===== config.mk =====
export PLATFORM = sky130hd
export DESIGN_NAME = spdif_tx
export DESIGN_NICKNAME = d
export VERILOG_FILES = /design/src/rtl/spdif_tx.sv
export SDC_FILE = /design/constraint.sdc
export NUM_CORES = 1
export LEC_CHECK = 0
export BUFFER_PORTS_ARGS = -buffer_cell sky130_fd_sc_hd__buf_2
export CAP_MARGIN = 30
export CORE_MARGIN = 3
export CORE_UTILIZATION = 61
export CTS_CLUSTER_SIZE = 28
export DETAILED_ROUTE_END_ITERATION = 16
export GPL_ROUTABILITY_DRIVEN = 1
export PLACE_DENSITY_LB_ADDON = 0.05
export SLEW_MARGIN = 20
export SYNTH_ARGS = -nofsm -noshare
export SYNTH_HDL_FRONTEND = slang
export SYNTH_SLANG_ARGS = --single-unit

===== constraint.sdc =====
create_clock -name clk_i -period 7.5 [get_ports clk_i]
set_clock_uncertainty 0.2 [all_clocks]
set_input_delay 0.75 -clock clk_i [delete_from_list [all_inputs] [get_ports clk_i]]
set_output_delay 0.75 -clock clk_i [all_outputs]
set_load 0.02 [all_outputs]

===== src/rtl/spdif_tx.sv =====
// spdif_tx -- S/PDIF (IEC 60958) biphase-mark transmitter.
// One en_i pulse advances one biphase cell (Fs*128). A frame is 128 cells:
// left subframe in cells 0..63, right in 64..127, 32 slots of 2 cells each.
// Optional feature: define SPDIF_TX_CHSTAT_EN to send CHSTAT bits 0..23 in
// the C slot of frames 0..23; otherwise the C slot is always 0.
//
// pcm_rd_o is a combinational strobe: high during the clock in which en_i
// starts cell 0. pcm_l_i/pcm_r_i are captured on the rising edge that ends
// that clock, so the sample source must present its data alongside the strobe.
module spdif_tx #(
    parameter int          DAT_W  = 24,
    parameter logic [23:0] CHSTAT = 24'h000200
) (
    input  logic             clk_i,
    input  logic             rst_i,
    input  logic             en_i,
    input  logic [DAT_W-1:0] pcm_l_i,
    input  logic [DAT_W-1:0] pcm_r_i,
    output logic             pcm_rd_o,
    output logic             spdif_o
);

    // Preambles as seen with a low line before their first cell, first cell in bit 7.
    localparam logic [7:0] PRE_B = 8'hE8;
    localparam logic [7:0] PRE_M = 8'hE2;
    localparam logic [7:0] PRE_W = 8'hE4;
    // Samples narrower than 24 bits are MSB-aligned to slot 27.
    localparam int PAD = 24 - DAT_W;

    logic [6:0]       cell_q;
    logic [7:0]       frame_q;
    logic [DAT_W-1:0] shd_l_q;
    logic [DAT_W-1:0] shd_r_q;
    logic             par_q,     par_d;
    logic             pre_inv_q, pre_inv_d;
    logic             spdif_q,   spdif_d;

    logic [4:0]  slot;
    logic        right;
    logic        sub_start;
    logic [23:0] samp24;
    logic        c_bit;
    logic        slot_bit;
    logic [7:0]  pre_sel;
    logic        pre_lvl;

    assign slot      = cell_q[5:1];
    assign right     = cell_q[6];
    assign sub_start = (cell_q[5:0] == 6'd0);

    // Sample strobe lives in the same clock as the cell-0 enable; forced low in reset.
    assign pcm_rd_o = en_i & (cell_q == 7'd0) & ~rst_i;
    assign spdif_o  = spdif_q;

`ifdef SPDIF_TX_CHSTAT_EN
    // Channel status: one bit per frame for frames 0..23, zero afterwards.
    always_comb begin
        c_bit = 1'b0;
        if (frame_q < 8'd24) c_bit = CHSTAT[frame_q[4:0]];
    end
`else
    // Channel status disabled: C slot is constant zero.
    logic unused_chstat;
    assign unused_chstat = ^CHSTAT;
    always_comb begin
        c_bit = 1'b0;
    end
`endif

    // Select the shadowed sample of the current subframe, MSB-aligned to 24 bits.
    always_comb begin
        samp24 = '0;
        if (right) samp24 = 24'(shd_r_q) << PAD;
        else       samp24 = 24'(shd_l_q) << PAD;
    end

    // Logical value of the current slot (audio, V, U, C, P).
    always_comb begin
        slot_bit = 1'b0;
        if (slot >= 5'd4 && slot <= 5'd27) slot_bit = samp24[slot - 5'd4];
        else if (slot == 5'd30)            slot_bit = c_bit;
        else if (slot == 5'd31)            slot_bit = par_q;
    end

    // Preamble level for the current cell; polarity follows the line level
    // just before the preamble, captured at its first cell.
    always_comb begin
        pre_sel   = right ? PRE_W : ((frame_q == 8'd0) ? PRE_B : PRE_M);
        pre_inv_d = sub_start ? spdif_q : pre_inv_q;
        pre_lvl   = pre_sel[3'd7 - cell_q[2:0]] ^ pre_inv_d;
    end

    // Next line level and running parity over slots 4..30.
    always_comb begin
        spdif_d = spdif_q;
        par_d   = par_q;
        if (slot < 5'd4)       spdif_d = pre_lvl;
        else if (!cell_q[0])   spdif_d = ~spdif_q;
        else                   spdif_d = spdif_q ^ slot_bit;

        if (sub_start)                                  par_d = 1'b0;
        else if (!cell_q[0] && slot >= 5'd4 && slot <= 5'd30) par_d = par_q ^ slot_bit;
    end

    // Cell/frame counters, sample shadows and line register, all gated by en_i.
    always_ff @(posedge clk_i or posedge rst_i) begin
        if (rst_i) begin
            cell_q    <= '0;
            frame_q   <= '0;
            shd_l_q   <= '0;
            shd_r_q   <= '0;
            par_q     <= 1'b0;
            pre_inv_q <= 1'b0;
            spdif_q   <= 1'b0;
        end else if (en_i) begin
            cell_q    <= cell_q + 7'd1;
            par_q     <= par_d;
            pre_inv_q <= pre_inv_d;
            spdif_q   <= spdif_d;
            if (cell_q == 7'd127) begin
                frame_q <= (frame_q == 8'd191) ? 8'd0 : frame_q + 8'd1;
            end
            if (cell_q == 7'd0) begin
                shd_l_q <= pcm_l_i;
                shd_r_q <= pcm_r_i;
            end
        end
    end

endmodule

== After elaboration in Yosys (flattened, before gate mapping) ==
Index checks and enable logic that the tools add are counted.
Word-level totals
  register bits after elaboration: 66
  bits of input ports: 51
  output and inout port bits: 2
  logic and storage cells: 55
Operators by class
  $add $sub $neg: 4
  magnitude comparators: 6
  equality and inequality tests: 4
  muxes and demuxes: 16
  bitwise logic cells: 7
  reduce and logical (&&, ||, !) cells: 11
Operators with widths (number)
  $mux 24: 1
  $eq 5x5->1 const B: 2
  $le 5x5->1 const B: 2
  $mux 1: 10
  $add 8x1->8 const B: 1
  $eq 8x8->1 const B: 1
  $logic_not 8->1: 1
  $mux 4: 2
  $mux 8: 1
  $add 7x1->7 const B: 1
  $eq 7x7->1 const B: 1
  $logic_not 7->1: 1
  $logic_not 6->1: 1
  $lt 5x6->1 const B: 1
  $reduce_and 2->1: 3
  $bmux 1 s5: 1
  $ge 5x3->1 const B: 1
  $lt 5x3->1 const B: 1
  $sub 5x3->5 const B: 1
  $lt 3x4->1 const B: 1
  $bmux 1 s3: 1
  $logic_and 1x1->1: 3
  $sub 3x3->3 const A: 1
  $xor 1x1->1: 3
  other kinds (4): 6

== Depth between registers and ports, before layout ==
  depth after elaboration: 7
  mapped depth: 11
  mapped depth without buffers: 9

== Least setup slack after synthesis ==
Ideal clock, no wire load.
  path kind: flip-flop to output port
  start: register cell_q[3]
  end: output pcm_rd_o
  data arrival time: 2.149 ns
  data required time: 6.550 ns
  setup slack: 4.401 ns
  stages on the path, launching flop included: 10
  buffers on the path: 4
  cells stage by stage: dfrtp_1 buf_6 or3_4 nor3b_4 nand2_2 or2_1 buf_2 buf_6 buf_8 nor2_1
On the way
  longest elaborated chain between the ends: 3
Ends and longest elaborated chain
  from (decl): line 30  | logic [6:0] cell_q;
  from (signal assigned): line 116  | cell_q <= cell_q + 7'd1;
  $logic_not 7->1: line 52  | assign pcm_rd_o = en_i & (cell_q == 7'd0) & ~rst_i;
  $and 1x1->1 (2 in series): line 52
  to (decl): line 19  | output logic pcm_rd_o,
No other way between the ends.

== Worst setup path in the final report ==
Ends and elaborated chain as after synthesis.

==> results.sh <==
export IMPL_status="finished, final reports clean"
export IMPL_worst_pin_slew_ns=0.814
export IMPL_period_minus_slack_ns=3.75
export IMPL_clk_pin_slew_ns=0.07
export IMPL_r2r_start="cell_q[3]$_DFFE_PP0P_"
export IMPL_regArea_um2=1650
export IMPL_fp_coreArea_um2=5270
export IMPL_ys_flop_type="dfrtp_1"
export IMPL_fin_crit_sh_pct=49.9
export IMPL_holdPathEnd="shd_l_q[10]$_DFFE_PP0P_"
export IMPL_die_x_um=81.1
export IMPL_min_path_cells=1
export IMPL_root_buffer="clkbuf_8"
export IMPL_ir_drop_v=0.000243
export IMPL_rsz0062_at_grt="no"
export IMPL_r2r_end="par_q$_DFFE_PP0P_"
export IMPL_grt_util_all_layers_pct=21.4
export IMPL_cts_setup_buffers=0
export IMPL_fp_dieH_um=81.1
export IMPL_num_antenna_cells=0
export IMPL_cp_start_kind="register"
export IMPL_synthesis_nets=330
export IMPL_maxCapViolations=0
export IMPL_syn_area_per_cell_um2=12.7
export IMPL_postSynth_asyncResetShare_pct=100
export IMPL_grt_max_degree=67
export IMPL_synthCells=271
export IMPL_routed_via_count=2184
export IMPL_fillerInstances=390
export IMPL_synth_cell_types=46
export IMPL_syn_area_um2=3440
export IMPL_cts_htree_levels=3
export IMPL_hp_start="shd_l_q[10]$_DFFE_PP0P_"
export IMPL_endpoint_kind="primary output"
export IMPL_first_global_vias=2245
export IMPL_fmax_ghz=0.267
export IMPL_drv_slew=0
export IMPL_hold_class="register to register"
export IMPL_yosysWarnings=0
export IMPL_final_cell_mix="66 x dfrtp_1, 52 x buf_2, 49 x mux2_2, 19 x nand2_1"
export IMPL_viasPerCell=5.57
export IMPL_ctsResizeCount=0
export IMPL_critPathMaxFanout=49
export IMPL_r2r_worst_path_cells=9
export IMPL_cp_data_required_time_ns=6.55
export IMPL_final_cells=392
export IMPL_wirelength_um=6300
export IMPL_path_class="register to primary output"
export IMPL_dieArea_um2=6570
export IMPL_wl_per_cell_um=16.1
export IMPL_ys_ff_latch=66
export IMPL_power_density_nw_per_um2=382
export IMPL_drive_gt1_share_pct=43.8
export IMPL_multiInputGateArea_um2=1630
export IMPL_drc_errors=0
export IMPL_cts_tree="built"
export IMPL_cts_sinks=66
export IMPL_arrival_ns=2.80
export IMPL_relSlewSlack_pct=45.7
export IMPL_crit_start="cell_q[3]$_DFFE_PP0P_"
export IMPL_insertion_delay_ns=0.33
export IMPL_dp_hpwl_um=4470
export IMPL_clockBufferDepth=2
export IMPL_overflow=0
export IMPL_area_delta_synth_final_pct=13.1
export IMPL_dr_pass1_iters=4
export IMPL_final_core_util_pct=73.7
export IMPL_antenna_found_initial=0
export IMPL_cts_buffers=9
export IMPL_initial_core_util_pct=65.2
export IMPL_final_common_cell="dfrtp_1"
export IMPL_setup_tns_ns=0
export IMPL_gp_congestion=0.796
export IMPL_fin_nets=378
export IMPL_synth_edff_count=0
export IMPL_grt_pass1_wl_um=10500
export IMPL_drt_iter0_markers=158
export IMPL_synth_seq_area_share_pct=48.1
export IMPL_antenna_left=0
export IMPL_rows=26
export IMPL_r2r_slack_ns=4.38
export IMPL_setup_viol=0
export IMPL_hold_viol=0
export IMPL_cts_hold_buf=0
export IMPL_io_buffers=52
export IMPL_dp_cells=377
export IMPL_leakagePower_nw=1.79
export IMPL_ioPinCount=53
==> cell type report <==
class                   count  share of cell area [%]
clock buffers              12                    3.99
well taps                  70                    2.25
multi-input cells         179                    42.0
flip-flops and latches     66                    42.5
clock inverters             2                   0.966
repair buffers             55                    7.47
inverters                   8                   0.773
==> per-layer routing <==
layer | routed length [µm] | up-vias | GRT usage (%)
li1 | - | 1060 | -
met1 | 2980 | 1073 | 27.5
met2 | 2980 | 43 | 35.2
met3 | 257 | 8 | 5.65
met4 | 76 | 0 | 7.60
met5 | 0 | - | 0
==> flip-flops by register name, indices dropped and copies added, names as in the netlist <==
name,cells
par_q,1
pre_inv_q,1
shd_l_q,24
cell_q,7
frame_q,8
shd_r_q,24
spdif_o,1
==> per-stage QoR <==
stage	power (mW)	area (µm²)	worst slack [ns]	hold WS [ns]
after floorplan	1.08	3440	4.40	0.274
after global placement	1.17	3680	4.12	0.283
after detailed placement	1.19	3680	4.11	0.293
after CTS	1.49	3870	3.73	0.308
after global routing	1.58	3890	3.56	0.319
final	1.48	3890	3.75	0.306
==> worst max-delay path, cell delays in order, from the launching register on <==
cell	delay [ns]
dfrtp_1	0.61
or3_4	0.51
nor3b_4	0.27
nand2_2	0.11
or2_2	0.28
buf_4	0.31
nor2_1	0.15
buf_2	0.18
==> Yosys cell counts, types with 4 or more instances <==
| master | n | area (µm²) |
|---|---|---|
| a21oi_1 | 5 | 25.0 |
| buf_2 | 9 | 45.0 |
| buf_6 | 4 | 45.0 |
| clkbuf_1 | 4 | 15.0 |
| dfrtp_1 | 66 | 1650 |
| ha_1 | 8 | 100 |
| inv_1 | 8 | 30.0 |
| mux2_2 | 49 | 552 |
| mux2_4 | 9 | 135 |
| mux2i_1 | 8 | 80.1 |
| mux4_2 | 6 | 135 |
| nand2_1 | 19 | 71.3 |
| nand3_1 | 7 | 35.0 |
| nand4_1 | 6 | 37.5 |
| nor2_1 | 12 | 45.0 |
| xnor2_1 | 12 | 105 |
==> report_power, final <==
group          total, mW  internal (mW)  switching [mW]
clock              0.293          0.168           0.125
sequential         0.656          0.508           0.148
combinational      0.534          0.323           0.211
total               1.48           1.00           0.483
==> logic make-up (layout without fill, tap and decap cells) <==
family	count (synthesis)	count (layout)	synth area share (%)
buf+inv	26	77	4.37
compound gates	23	23	5.21
xor+xnor	15	15	3.82
simple gates	61	61	9.36
mux	72	72	26.3
fa+ha+maj	8	8	2.91
flops	66	66	48.1
==> how the worst max path moves through the flow <==
| stage | slack [ns] | to | depth (start not counted) |
|---|---|---|---|
| final | 3.75 | pcm_rd_o | 7 |
| after global routing | 3.56 | pcm_rd_o | 8 |
| after CTS | 3.73 | pcm_rd_o | 7 |
| after detailed placement | 4.11 | pcm_rd_o | 8 |
| after global placement | 4.12 | pcm_rd_o | 8 |
| after floorplan | 4.40 | pcm_rd_o | 9 |
Power figures use the tool's default switching activity.
